**src/rtl/vs_stream_ctrl.sv**
```systemverilog
// VS10xx SPI streaming controller: hardware reset pulse, SCI init writes, DREQ-gated SDI bursts.
// Define VS_VOLUME_UPDATE_EN to re-send SCI_VOL between bursts when the volume input changes.
module vs_stream_ctrl #(
   parameter int unsigned CLK_DIV      = 10,
   parameter int unsigned RESET_CYCLES = 5000,
   parameter int unsigned WORD_W       = 16,
   parameter int unsigned ADDR_W       = 15,
   parameter logic [15:0] MODE_VAL     = 16'h0804
) (
   input  logic              clk,
   input  logic              rst_n,
   input  logic              dreq,
   input  logic              play,
   input  logic              loop,
   input  logic [ADDR_W-1:0] start_addr,
   input  logic [ADDR_W-1:0] end_addr,
   input  logic [15:0]       volume,
   input  logic [WORD_W-1:0] mem_rdata,
   output logic [ADDR_W-1:0] mem_addr,
   output logic              xrst,
   output logic              xcs,
   output logic              xdcs,
   output logic              sck,
   output logic              si,
   output logic              busy,
   output logic              done
);

   localparam int unsigned DivW       = (CLK_DIV > 1) ? $clog2(CLK_DIV) : 1;
   localparam int unsigned RstW       = (RESET_CYCLES > 1) ? $clog2(RESET_CYCLES) : 1;
   localparam int unsigned BurstWords = 256 / WORD_W;
   localparam int unsigned BurstW     = $clog2(BurstWords + 1);

   typedef enum logic [3:0] {
      StRstHold, StCmdWait, StCmdShift, StIdle, StFetch, StDataShift, StDone
`ifdef VS_VOLUME_UPDATE_EN
      , StVolWait, StVolShift
`endif
   } state_e;

   state_e            state_q;
   logic [DivW-1:0]   div_cnt_q;
   logic [RstW-1:0]   rst_cnt_q;
   logic              dreq_s1_q, dreq_s2_q;
   logic              cmd_idx_q;
   logic              phase_q;
   logic [5:0]        bit_cnt_q;
   logic [31:0]       sh_q;
   logic [BurstW-1:0] words_left_q;
   logic [1:0]        fetch_cnt_q;
   logic              tick;
   logic              sci_shift;
`ifdef VS_VOLUME_UPDATE_EN
   logic [15:0]       vol_q;
   logic [15:0]       vol_cur_q;
`endif

   assign tick = (div_cnt_q == DivW'(CLK_DIV - 1));

`ifdef VS_VOLUME_UPDATE_EN
   assign sci_shift = (state_q == StCmdShift) || (state_q == StVolShift);
`else
   assign sci_shift = (state_q == StCmdShift);
`endif

   always_ff @(posedge clk) begin
      if (!rst_n) begin
         state_q      <= StRstHold;
         div_cnt_q    <= '0;
         rst_cnt_q    <= '0;
         dreq_s1_q    <= 1'b0;
         dreq_s2_q    <= 1'b0;
         cmd_idx_q    <= 1'b0;
         phase_q      <= 1'b0;
         bit_cnt_q    <= '0;
         sh_q         <= '0;
         words_left_q <= '0;
         fetch_cnt_q  <= '0;
         mem_addr     <= '0;
         xrst         <= 1'b0;
         xcs          <= 1'b1;
         xdcs         <= 1'b1;
         sck          <= 1'b0;
         si           <= 1'b0;
         busy         <= 1'b0;
         done         <= 1'b0;
`ifdef VS_VOLUME_UPDATE_EN
         vol_q        <= '0;
         vol_cur_q    <= '0;
`endif
      end else begin
         dreq_s1_q <= dreq;
         dreq_s2_q <= dreq_s1_q;
         div_cnt_q <= tick ? '0 : div_cnt_q + DivW'(1);

         // Fetch runs on raw clocks: one clk for the address to reach memory, one to capture.
         if (state_q == StFetch && fetch_cnt_q != 2'd2) begin
            fetch_cnt_q <= fetch_cnt_q + 2'd1;
            if (fetch_cnt_q == 2'd1) sh_q <= 32'(mem_rdata) << (32 - WORD_W);
         end else if (tick) begin
            if (sci_shift) begin
               if (phase_q) begin
                  sck       <= 1'b1;
                  sh_q      <= sh_q << 1;
                  bit_cnt_q <= bit_cnt_q + 6'd1;
                  phase_q   <= 1'b0;
               end else if (bit_cnt_q == 6'd32) begin
                  xcs <= 1'b1;
                  sck <= 1'b0;
                  si  <= 1'b0;
                  if (state_q == StCmdShift && !cmd_idx_q) begin
                     cmd_idx_q <= 1'b1;
                     state_q   <= StCmdWait;
                  end else begin
                     if (state_q == StCmdShift) mem_addr <= start_addr;
                     state_q <= StIdle;
                  end
               end else begin
                  xcs     <= 1'b0;
                  sck     <= 1'b0;
                  si      <= sh_q[31];
                  phase_q <= 1'b1;
               end
            end else begin
               case (state_q)
                  StRstHold: begin
                     if (rst_cnt_q == RstW'(RESET_CYCLES - 1)) begin
                        xrst    <= 1'b1;
                        busy    <= 1'b1;
                        state_q <= StCmdWait;
                     end else begin
                        rst_cnt_q <= rst_cnt_q + RstW'(1);
                     end
                  end
                  StCmdWait: begin
                     if (dreq_s2_q) begin
                        sh_q      <= cmd_idx_q ? {8'h02, 8'h0B, volume} : {8'h02, 8'h00, MODE_VAL};
                        bit_cnt_q <= '0;
                        phase_q   <= 1'b0;
                        state_q   <= StCmdShift;
`ifdef VS_VOLUME_UPDATE_EN
                        if (cmd_idx_q) begin
                           vol_q     <= volume;
                           vol_cur_q <= volume;
                        end
`endif
                     end
                  end
                  StIdle: begin
                     sck <= 1'b0;
`ifdef VS_VOLUME_UPDATE_EN
                     if (words_left_q == '0 && vol_q != vol_cur_q) begin
                        state_q <= StVolWait;
                     end else
`endif
                     // A paused burst resumes without waiting for dreq again.
                     if (play && (words_left_q != '0 || dreq_s2_q)) begin
                        if (words_left_q == '0) words_left_q <= BurstW'(BurstWords);
                        fetch_cnt_q <= '0;
                        state_q     <= StFetch;
                     end
                  end
                  StFetch: begin
                     xdcs      <= 1'b0;
                     sck       <= 1'b0;
                     si        <= sh_q[31];
                     phase_q   <= 1'b1;
                     bit_cnt_q <= '0;
                     state_q   <= StDataShift;
                  end
                  StDataShift: begin
                     if (phase_q) begin
                        sck       <= 1'b1;
                        sh_q      <= sh_q << 1;
                        bit_cnt_q <= bit_cnt_q + 6'd1;
                        phase_q   <= 1'b0;
                     end else if (bit_cnt_q == 6'(WORD_W)) begin
                        sck          <= 1'b0;
                        words_left_q <= words_left_q - BurstW'(1);
`ifdef VS_VOLUME_UPDATE_EN
                        vol_q        <= volume;
`endif
                        if (mem_addr == end_addr && !loop) begin
                           xdcs    <= 1'b1;
                           si      <= 1'b0;
                           busy    <= 1'b0;
                           done    <= 1'b1;
                           state_q <= StDone;
                        end else begin
                           mem_addr    <= (mem_addr == end_addr) ? start_addr
                                                                 : mem_addr + ADDR_W'(1);
                           fetch_cnt_q <= '0;
                           if (words_left_q == BurstW'(1) || !play) begin
                              xdcs    <= 1'b1;
                              state_q <= StIdle;
                           end else begin
                              state_q <= StFetch;
                           end
                        end
                     end else begin
                        sck     <= 1'b0;
                        si      <= sh_q[31];
                        phase_q <= 1'b1;
                     end
                  end
`ifdef VS_VOLUME_UPDATE_EN
                  StVolWait: begin
                     if (dreq_s2_q) begin
                        sh_q      <= {8'h02, 8'h0B, vol_q};
                        vol_cur_q <= vol_q;
                        bit_cnt_q <= '0;
                        phase_q   <= 1'b0;
                        state_q   <= StVolShift;
                     end
                  end
`endif
                  StDone: begin
                     sck <= 1'b0;
                  end
                  default: state_q <= StRstHold;
               endcase
            end
         end
      end
   end

endmodule

```
**config.mk**
```make
export PLATFORM = sky130hd
export DESIGN_NAME = vs_stream_ctrl
export DESIGN_NICKNAME = d
export VERILOG_FILES = /design/src/rtl/vs_stream_ctrl.sv
export SDC_FILE = /design/constraint.sdc
export NUM_CORES = 1
export LEC_CHECK = 0
export ABC_AREA = 0
export CAP_MARGIN = 20
export CORE_AREA = 2 2 102 104
export DETAILED_ROUTE_END_ITERATION = 8
export DIE_AREA = 0 0 104 106
export GPL_ROUTABILITY_DRIVEN = 1
export PLACE_DENSITY = 0.84
export SYNTH_ARGS = -nofsm -noshare
export SYNTH_HDL_FRONTEND = slang
export SYNTH_SLANG_ARGS = --single-unit
```
**constraint.sdc**
```tcl
create_clock -name clk -period 3.3 [get_ports clk]
set_clock_uncertainty 0.2 [all_clocks]
set_input_delay 0.66 -clock clk [delete_from_list [all_inputs] [get_ports clk]]
set_output_delay 0.66 -clock clk [all_outputs]
set_load 0.03 [all_outputs]
```
==> impl_metrics.py <==
metrics = {
    "sta": {
        "tightest_slew_ps": 1020,
        "min_period_over_period_pct": 91.3,
        "layout_setup_ws_ps": 287,
        "slew_headroom_pct": 32.3,
        "fmax_mhz": 332,
        "setup-tns-final_ps": 0,
        "fin_hold_ws_ps": 259,
        "setup_viol": 0,
        "rsz0062_at_grt": "no",
        "maxSlewViolCount": 0,
        "finalHoldViolations": 0,
        "fin_crit_ps": 3010,
    },
    "placed_design": {
        "dp_cells": 837,
        "gp_congestion": 0.934,
        "dpl.hpwl_um": 10200,
        "io_buffers": 88,
        "dp_slack_ps": -60.7,
        "placed_area_um2": 6140,
    },
    "critical_path": {
        "cp_top_family": "simple AND/OR/NAND/NOR gates",
        "worst-path-max-fanout": 13,
        "cp.required_ps": 3330,
        "cp-end-kind": "flip-flop",
        "crit_type": "input pin to flip-flop",
        "cpMaxStageDelayCell": "or4_1",
        "critPathArrivalTime_ps": 3050,
        "startpoint_type": "input pin",
        "path_common_cell": "or4_1",
        "crit_path_cell_trace": "clkdlybuf4s50_1, xor2_1, or4_1, or4_1, a32oi_4, or2b_2, o22ai_1",
        "cp.buffers_inverters": 1,
        "cpPeakStageDelay_ps": 490,
    },
    "synthesis": {
        "yosysUniqueCellTypes": 73,
        "synth_warnings": 0,
        "synth_area_um2": 5100,
        "async_flop_share_pct": 0,
        "yosys_register_bits": 91,
        "synthCells": 633,
        "syn-num-nets": 711,
        "ys_seq_area_share_pct": 35.7,
        "avgSynthCellArea_um2": 8.06,
        "yosys_most_used_dff": "dfxtp_1",
        "synth-edff-count": 0,
    },
    "clocking": {
        "cts_sinks": 91,
        "cts_tree": "yes",
        "clock_path_buffers": 2,
        "post_cts_buffers": 0,
        "post_cts_resized": 0,
        "htreeDepth": 3,
        "cts.clk_slew.worst_paths_ps": 90,
        "holdBufCountCts": 0,
        "insertion_delay_ps": 360,
        "cts_buffers": 9,
        "clockRootBuffer": "clkbuf_8",
    },
    "routing": {
        "via_count": 5069,
        "post_drt_wl_per_cell_um": 16.3,
        "drt_iter0_drc": 556,
        "vias_per_cell": 5.94,
        "route.detailed.drc": 0,
        "dr.pass1.iters": 6,
        "ant_nets": 0,
        "routed_wl_um": 13900,
    },
    "layout": {
        "nFillCells": 878,
        "register_area_um2": 1820,
        "drive_gt1_share_pct": 9.19,
        "antenna_cells": 0,
        "multi_input_area_um2": 3060,
        "nNetsFinal": 791,
        "final_cell_mix": "91 x dfxtp_1, 87 x clkdlybuf4s50_1, 76 x nand2_1, 63 x nor2_1, 42 x o21ai_0",
        "fin_util_pct": 63.4,
        "final_common_cell": "dfxtp_1",
        "instances_no_fill": 854,
        "design_area_um2": 6340,
        "area_growth_syn_to_layout_pct": 24.3,
    },
    "job": {
        "maxCapViolCount": 0,
    },
    "floorplan": {
        "die_width_um": 104,
        "die_area_um2": 11000,
        "start_util_pct": 51.0,
        "io_pins": 89,
        "die_y_um": 106,
        "rows": 37,
        "core_um2": 10000,
    },
    "grt": {
        "grt-ovfl-total": 0,
        "grt_max_degree": 35,
        "grt_use_total_pct": 24.8,
        "met1_usage_pct": 30.6,
        "busiest_layer": "met2",
        "use_met2_pct": 44.8,
        "grt_pass1_wl_um": 22900,
        "grt_pass1_vias": 4977,
        "use_met3_pct": 3.99,
        "antenna_found_initial": 0,
    },
    "power_and_ir_drop": {
        "power_mw": 2.06,
        "ir_worst_vdd_uv": 308,
        "p_per_area_nw_per_um2": 325,
        "leakage_nw": 2.21,
    },
    "min_path": {
        "hp-class": "flip-flop to flip-flop",
    },
    "status": {
        "status": "finished, final reports clean",
    },
}
worst register-to-register path, cell delays in order (launching register included):
cell and delay [ps]:
dfxtp_1 700, nor4b_4 470, nand2_1 180, a21o_1 230
a21oi_1 780, o221a_2 330
sequential cells by signal, summed over array words and instances (netlist names):
signal,count
div_cnt_q,4
dreq_s2_q,1
done,1
si,1
bit_cnt_q,6
sck,1
sh_q,32
busy,1
rst_cnt_q,13
fetch_cnt_q,2
xrst,1
state_q,3
phase_q,1
cmd_idx_q,1
dreq_s1_q,1
xcs,1
words_left_q,5
xdcs,1
mem_addr,15
cell families after synthesis:
group / Yosys count / synth area share [%]
AOI/OAI and AO/OA: 172 / 23.3
DFF: 91 / 35.7
and+or+nand+nor: 251 / 24.2
muxes: 20 / 3.95
adders and majority gates: 11 / 2.70
xor gates and xnor gates: 32 / 5.49
buffers and inverters: 56 / 4.63
per-layer routing:
metal	up-vias	share of wire [%]	routed length (um)
li1	2455	-	-
met1	2436	41	5760
met2	154	52	7180
met3	24	5.3	735
met4	0	1.8	246
met5	-	0	0
area by class of cell:
cell class	instances	area share [%]
clock buffer	10	2.01
inverter	17	1.01
clock inverter	6	1.03
tap	136	2.68
timing repair buffer	108	16.3
multi-input combinational	486	48.3
sequential	91	28.7
power by group:
part | switching [mW] | internal [mW] | leakage (nW)
Clock | 0.402 | 0.352 | 0.0966
Sequential | 0.0126 | 1.11 | 0.734
Combinational | 0.0810 | 0.105 | 1.38
cell usage after synthesis, drive strengths merged (9+ instances only):
library cell	number	share of area (%)
dfxtp	91	36
nand2	76	5.6
nor2	64	4.7
o21ai	43	4.2
a21oi	37	3.7
clkbuf	27	2.0
xnor2	25	4.3
nand3	24	2.4
mux2i	19	3.7
nor3	18	1.8
inv	16	1.2
o22ai	13	1.6
buf	12	1.4
o221a	12	2.6
ha	11	2.7
nand4	10	1.2
a22o	9	1.5
worst paths after layout:
kind                 end  depth (start not counted)          from  slack (ps)
min            dreq_s2_q                          1     dreq_s1_q         260
max reg2reg     sh_q[24]                          5    state_q[2]         360
max          mem_addr[8]                          7  end_addr[10]         290
min reg2reg    dreq_s2_q                          1     dreq_s1_q         260
Power figures use the tool's default switching activity.
